<file path="config.mk">
export PLATFORM = sky130hd
export DESIGN_NAME = uart_cmd_ctrl
export DESIGN_NICKNAME = d
export VERILOG_FILES = /design/src/rtl/uart_cmd_pkg.sv /design/src/rtl/uart_cmd_ctrl.sv
export SDC_FILE = /design/constraint.sdc
export NUM_CORES = 1
export LEC_CHECK = 0
export CORE_MARGIN = 4
export CORE_UTILIZATION = 34
export DETAILED_ROUTE_END_ITERATION = 8
export GPL_ROUTABILITY_DRIVEN = 1
export PLACE_DENSITY_LB_ADDON = 0.3
export SYNTH_ARGS = -nofsm -noshare
export SYNTH_HDL_FRONTEND = slang
export SYNTH_SLANG_ARGS = --single-unit
</file>
<file path="constraint.sdc">
create_clock -name clk -period 2.9 [get_ports clk]
set_input_delay 0.58 -clock clk [delete_from_list [all_inputs] [get_ports clk]]
set_output_delay 0.58 -clock clk [all_outputs]
set_load 0.02 [all_outputs]
</file>
<file path="src/rtl/uart_cmd_pkg.sv">
// rtl/uart_cmd_pkg.sv - shared constants, register map and state encoding for the UART command decoder
package uart_cmd_pkg;

  localparam logic [7:0] SYNC_BYTE = 8'hA5;

  localparam logic [7:0] ADDR_FREQ = 8'h00;
  localparam logic [7:0] ADDR_AMP  = 8'h01;
  localparam logic [7:0] ADDR_CTRL = 8'h02;

  typedef enum logic [1:0] {
    ST_IDLE = 2'd0,
    ST_ADDR = 2'd1,
    ST_DATA = 2'd2,
    ST_CSUM = 2'd3
  } state_t;

  function automatic logic addr_valid(input logic [7:0] a);
    return a <= ADDR_CTRL;
  endfunction

endpackage

</file>
<file path="src/rtl/uart_cmd_ctrl.sv">
// rtl/uart_cmd_ctrl.sv - frames UART bytes (A5, ADDR, D3..D0, XOR CSUM) into DDS control register writes
module uart_cmd_ctrl
  import uart_cmd_pkg::*;
#(
  parameter int CLK_FREQ       = 100000000,
  parameter int TIMEOUT_CYCLES = 100000
) (
  input  logic        clk,
  input  logic        rst,
  input  logic [7:0]  rx_data,
  input  logic        rx_valid,
  output logic [31:0] freq_word,
  output logic [15:0] amp,
  output logic        tx_en,
  output logic        sideband,
  output logic        frame_ok,
  output logic        frame_err,
  output logic [7:0]  err_count
);

  localparam int GAP_W = $clog2(TIMEOUT_CYCLES + 1);
  localparam logic [GAP_W-1:0] GAP_LAST = GAP_W'(TIMEOUT_CYCLES - 1);

  if (CLK_FREQ < 1 || TIMEOUT_CYCLES < 1) begin : g_bad_params
    $error("uart_cmd_ctrl: CLK_FREQ and TIMEOUT_CYCLES must be positive");
  end

  state_t           r_state;
  logic [1:0]       r_idx;
  logic [7:0]       r_addr;
  logic [31:0]      r_data;
  logic [7:0]       r_xor;
  logic [GAP_W-1:0] r_gap;
  logic [31:0]      r_freq_word;
  logic [15:0]      r_amp;
  logic             r_tx_en;
  logic             r_sideband;
  logic             r_frame_ok;
  logic             r_frame_err;
  logic [7:0]       r_err_count;

  logic w_csum_byte;
  logic w_timeout;
  logic w_accept;
  logic w_reject;

  // A strobe in the same cycle always beats the timeout, so the byte is never lost.
  assign w_timeout   = (r_state != ST_IDLE) && !rx_valid && (r_gap == GAP_LAST);
  assign w_csum_byte = (r_state == ST_CSUM) && rx_valid;
  assign w_accept    = w_csum_byte && (rx_data == r_xor) && addr_valid(r_addr);
  assign w_reject    = (w_csum_byte && !w_accept) || w_timeout;

  always_ff @(posedge clk) begin
    if (rst) begin
      r_state     <= ST_IDLE;
      r_idx       <= 2'd0;
      r_addr      <= 8'h00;
      r_data      <= 32'h0;
      r_xor       <= 8'h00;
      r_gap       <= '0;
      r_freq_word <= 32'h0;
      r_amp       <= 16'h0;
      r_tx_en     <= 1'b0;
      r_sideband  <= 1'b0;
      r_frame_ok  <= 1'b0;
      r_frame_err <= 1'b0;
      r_err_count <= 8'h00;
    end else begin
      r_frame_ok  <= w_accept;
      r_frame_err <= w_reject;

      if (w_reject && r_err_count != 8'hFF) begin
        r_err_count <= r_err_count + 8'd1;
      end

      if (w_accept) begin
        case (r_addr)
          ADDR_FREQ: r_freq_word <= r_data;
          ADDR_AMP:  r_amp       <= r_data[15:0];
          ADDR_CTRL: begin
            r_tx_en    <= r_data[0];
            r_sideband <= r_data[1];
          end
          default: ;
        endcase
      end

      if (r_state == ST_IDLE || rx_valid || w_timeout) begin
        r_gap <= '0;
      end else begin
        r_gap <= r_gap + GAP_W'(1);
      end

      case (r_state)
        ST_IDLE: begin
          if (rx_valid && rx_data == SYNC_BYTE) begin
            r_state <= ST_ADDR;
            r_xor   <= 8'h00;
          end
        end
        ST_ADDR: begin
          if (rx_valid) begin
            r_addr  <= rx_data;
            r_xor   <= rx_data;
            r_idx   <= 2'd0;
            r_state <= ST_DATA;
          end
        end
        ST_DATA: begin
          // Sync bytes here are payload; there is deliberately no resynchronisation.
          if (rx_valid) begin
            r_data <= {r_data[23:0], rx_data};
            r_xor  <= r_xor ^ rx_data;
            r_idx  <= r_idx + 2'd1;
            if (r_idx == 2'd3) begin
              r_state <= ST_CSUM;
            end
          end
        end
        ST_CSUM: begin
          if (rx_valid) begin
            r_state <= ST_IDLE;
          end
        end
        default: r_state <= ST_IDLE;
      endcase

      if (w_timeout) begin
        r_state <= ST_IDLE;
      end
    end
  end

  assign freq_word = r_freq_word;
  assign amp       = r_amp;
  assign tx_en     = r_tx_en;
  assign sideband  = r_sideband;
  assign frame_ok  = r_frame_ok;
  assign frame_err = r_frame_err;
  assign err_count = r_err_count;

endmodule

</file>
==> results.json <==
{
  "timing_worst_setup_path_type": "reg -> reg",
  "num_io_pins": 71,
  "cts_sinks": 129,
  "initial_utilization_pct": 34.6,
  "track_usage_pct": 14.6,
  "syn_area_per_cell_um2": 8.44,
  "ys_types": 42,
  "rows": 45,
  "synth_edf_count": 0,
  "crit_path_max_fanout": 16,
  "netlist.area_leader.share_pct": 49.0,
  "cts_hold_buf": 0,
  "wire_per_inst_um": 14.2,
  "cts.path.max_buffers": 2,
  "rr_startpoint": "r_addr[6]",
  "netlist_top_cells_count": "nand2_1, dfxtp_1, a21oi_1, nor2_1, mux2i_1",
  "worstMarginPinSlew_ns": 0.699,
  "end_kind": "flip-flop",
  "r2r_slack_ns": 0.40,
  "via_count": 4445,
  "io_buffers": 70,
  "yosysTopAreaCell": "dfxtp_1",
  "synth_nets": 643,
  "viasPerCell": 4.98,
  "fin_tns_setup_ns": 0,
  "antenna_cells": 0,
  "dr.pass1.iters": 6,
  "grt_overflow": 0,
  "synth_area_mm2": 0.00527,
  "clkTransAtPathRegs_ns": 0.06,
  "drc": 0,
  "die_h_um": 132,
  "multi_input_area_mm2": 0.00251,
  "globalplace.congestion": 0.812,
  "routed-wl-met2_um": 5950,
  "powerDensity_mw_per_mm2": 611,
  "period_share_pct": 86.2,
  "nets": 710,
  "start_kind": "flip-flop",
  "ant_nets": 0,
  "synth_ff_type": "dfxtp_1",
  "holdCritStartpoint": "r_data[31]",
  "synth_area_leaders": "dfxtp_1, nand2_1, a21oi_1",
  "post_cts_buffers": 0,
  "finalSetupViolCount": 0,
  "rsz0062_at_grt": "false",
  "place_area_mm2": 0.00616,
  "holdPathStages": 2,
  "rr_endpoint": "amp[13]",
  "fin_skew_ns": 0.00898,
  "cts-htree-levels": 4,
  "grt_pass1_vias": 4294,
  "cts-root-buf": "clkbuf_16",
  "cap_violations": 0,
  "ys_seq_area_share_pct": 49.0,
  "p_leak_nw": 2.26,
  "synth.most_common_cell": "nand2_1",
  "worst_hold_path.endpoint": "r_data[31]",
  "numCtsBuffers": 17,
  "maxSlewViolCount": 0,
  "drive_gt1_share_pct": 7.53,
  "peakVddDrop_uv": 489,
  "ctsResizeCount": 0,
  "crit_required_ns": 3.16,
  "die_w_um": 132,
  "synthArstFlopShare_pct": 0,
  "drt_iter0_drc": 352,
  "yosysWarnings": 0,
  "synth-seq-cells": 129,
  "grt_pass1_wl_um": 21100,
  "fin_area_mm2": 0.00673,
  "cts_tree": "done",
  "synth_cells": 624,
  "wl_met3_um": 576,
  "wl_met1_um": 5940,
  "max_freq_mhz": 400,
  "antenna_found_initial": 0,
  "highest_layer": "met4",
  "wirelength_um": 12700,
  "hpwl_um": 8710,
  "clk_latency_ns": 0.41,
  "area_delta_synth_final_pct": 27.8,
  "seq_area_mm2": 0.00258,
  "min_period_ns": 2.50,
  "worst-r2r-cell-count": 6,
  "hp-class": "reg -> reg",
  "hold_viol": 0,
  "status": "completed",
  "coreArea_mm2": 0.0152,
  "grt_max_degree": 70,
  "slew_headroom_pct": 53.4,
  "cp_data_arrival_time_ns": 2.76,
  "die_area_mm2": 0.0175,
  "nFillCells": 1477
}
worst max path at each step:
stage	slack [ns]	start	cells past startpoint	endpoint
2_1_floorplan	0.70	r_addr[6]	8	amp[10]
3_3_place_gp	0.10	rx_data[4]	7	amp[10]
3_5_place_dp	0.02	rx_data[4]	7	amp[13]
4_1_cts	0.41	r_addr[6]	6	amp[13]
5_1_grt	0.20	rx_data[4]	7	amp[11]
6_report	0.40	r_addr[6]	6	amp[13]
per-stage QoR:
| stage | power [mW] | hold WS (ns) | util [%] | worst slack [ns] | cells |
|---|---|---|---|---|---|
| after global routing | 4.25 | 0.477 | 44.3 | 0.195 | 892 |
| after global placement | 2.09 | 0.428 | 40.5 | 0.102 | 860 |
| final | 4.11 | 0.452 | 44.3 | 0.400 | 892 |
| after detailed placement | 2.10 | 0.447 | 40.5 | 0.0217 | 860 |
| after floorplan | 2.02 | 0.418 | - | 0.705 | 624 |
| after CTS | 4.15 | 0.454 | 44.3 | 0.407 | 892 |
area by class of cell:
cell class | count | area share (%)
multi-input cells | 454 | 37.3
repair buffers | 83 | 12.0
clock inverters | 13 | 1.88
flip-flops and latches | 129 | 38.4
well taps | 188 | 3.50
clock buffers | 19 | 6.58
inverters | 6 | 0.335
registers in the layout, summed over array words and instances, names as in the netlist:
register	cells
freq_word	32
r_data	32
r_state	2
r_idx	2
frame_err	1
r_xor	8
frame_ok	1
amp	16
r_addr	8
sideband	1
err_count	8
tx_en	1
r_gap	17
metal layers:
metal,vias up,GRT usage [%]
met1,2093,19.0
li1,2248,-
met4,0,5.48
met3,18,4.41
met5,-,0
met2,86,22.7
worst max-delay path: stages, from the launching register on:
cell and delay, ns:
dfxtp_1 0.31, or4_1 0.58, nor4_2 0.34, nand3_1 0.19, or3b_1 0.66, nand2_1 0.18, a21oi_1 0.07
placed cells by master (no fill, tap or decap), drive strengths merged, types with 18 or more instances in the layout:
cell / count
clkbuf: 19
a21oi: 75
xor2: 18
nand2: 136
mux2i: 36
clkdlybuf4s50: 69
nor2: 62
o21ai: 26
nand3: 28
dfxtp: 129
cells by family (layout without fill, tap and decap cells):
logic type	count (synthesis)	count (layout)	share of synthesized area, %
multiplexers	36	36	6.84
XOR/XNOR	20	20	3.33
buffers and inverters	41	121	3.26
AO/OA/AOI/OAI	108	108	10.8
adder cells (fa/ha/maj)	8	8	1.90
AND/OR/NAND/NOR	282	282	24.9
flip-flops	129	129	49.0
power breakdown:
group / leakage [nW] / switching (mW) / internal (mW)
registers: 1.04 / 0.0170 / 1.79
logic: 0.944 / 0.185 / 0.0775
clock network: 0.273 / 0.826 / 1.22
Note: power is estimated with default switching activity, not from simulation.
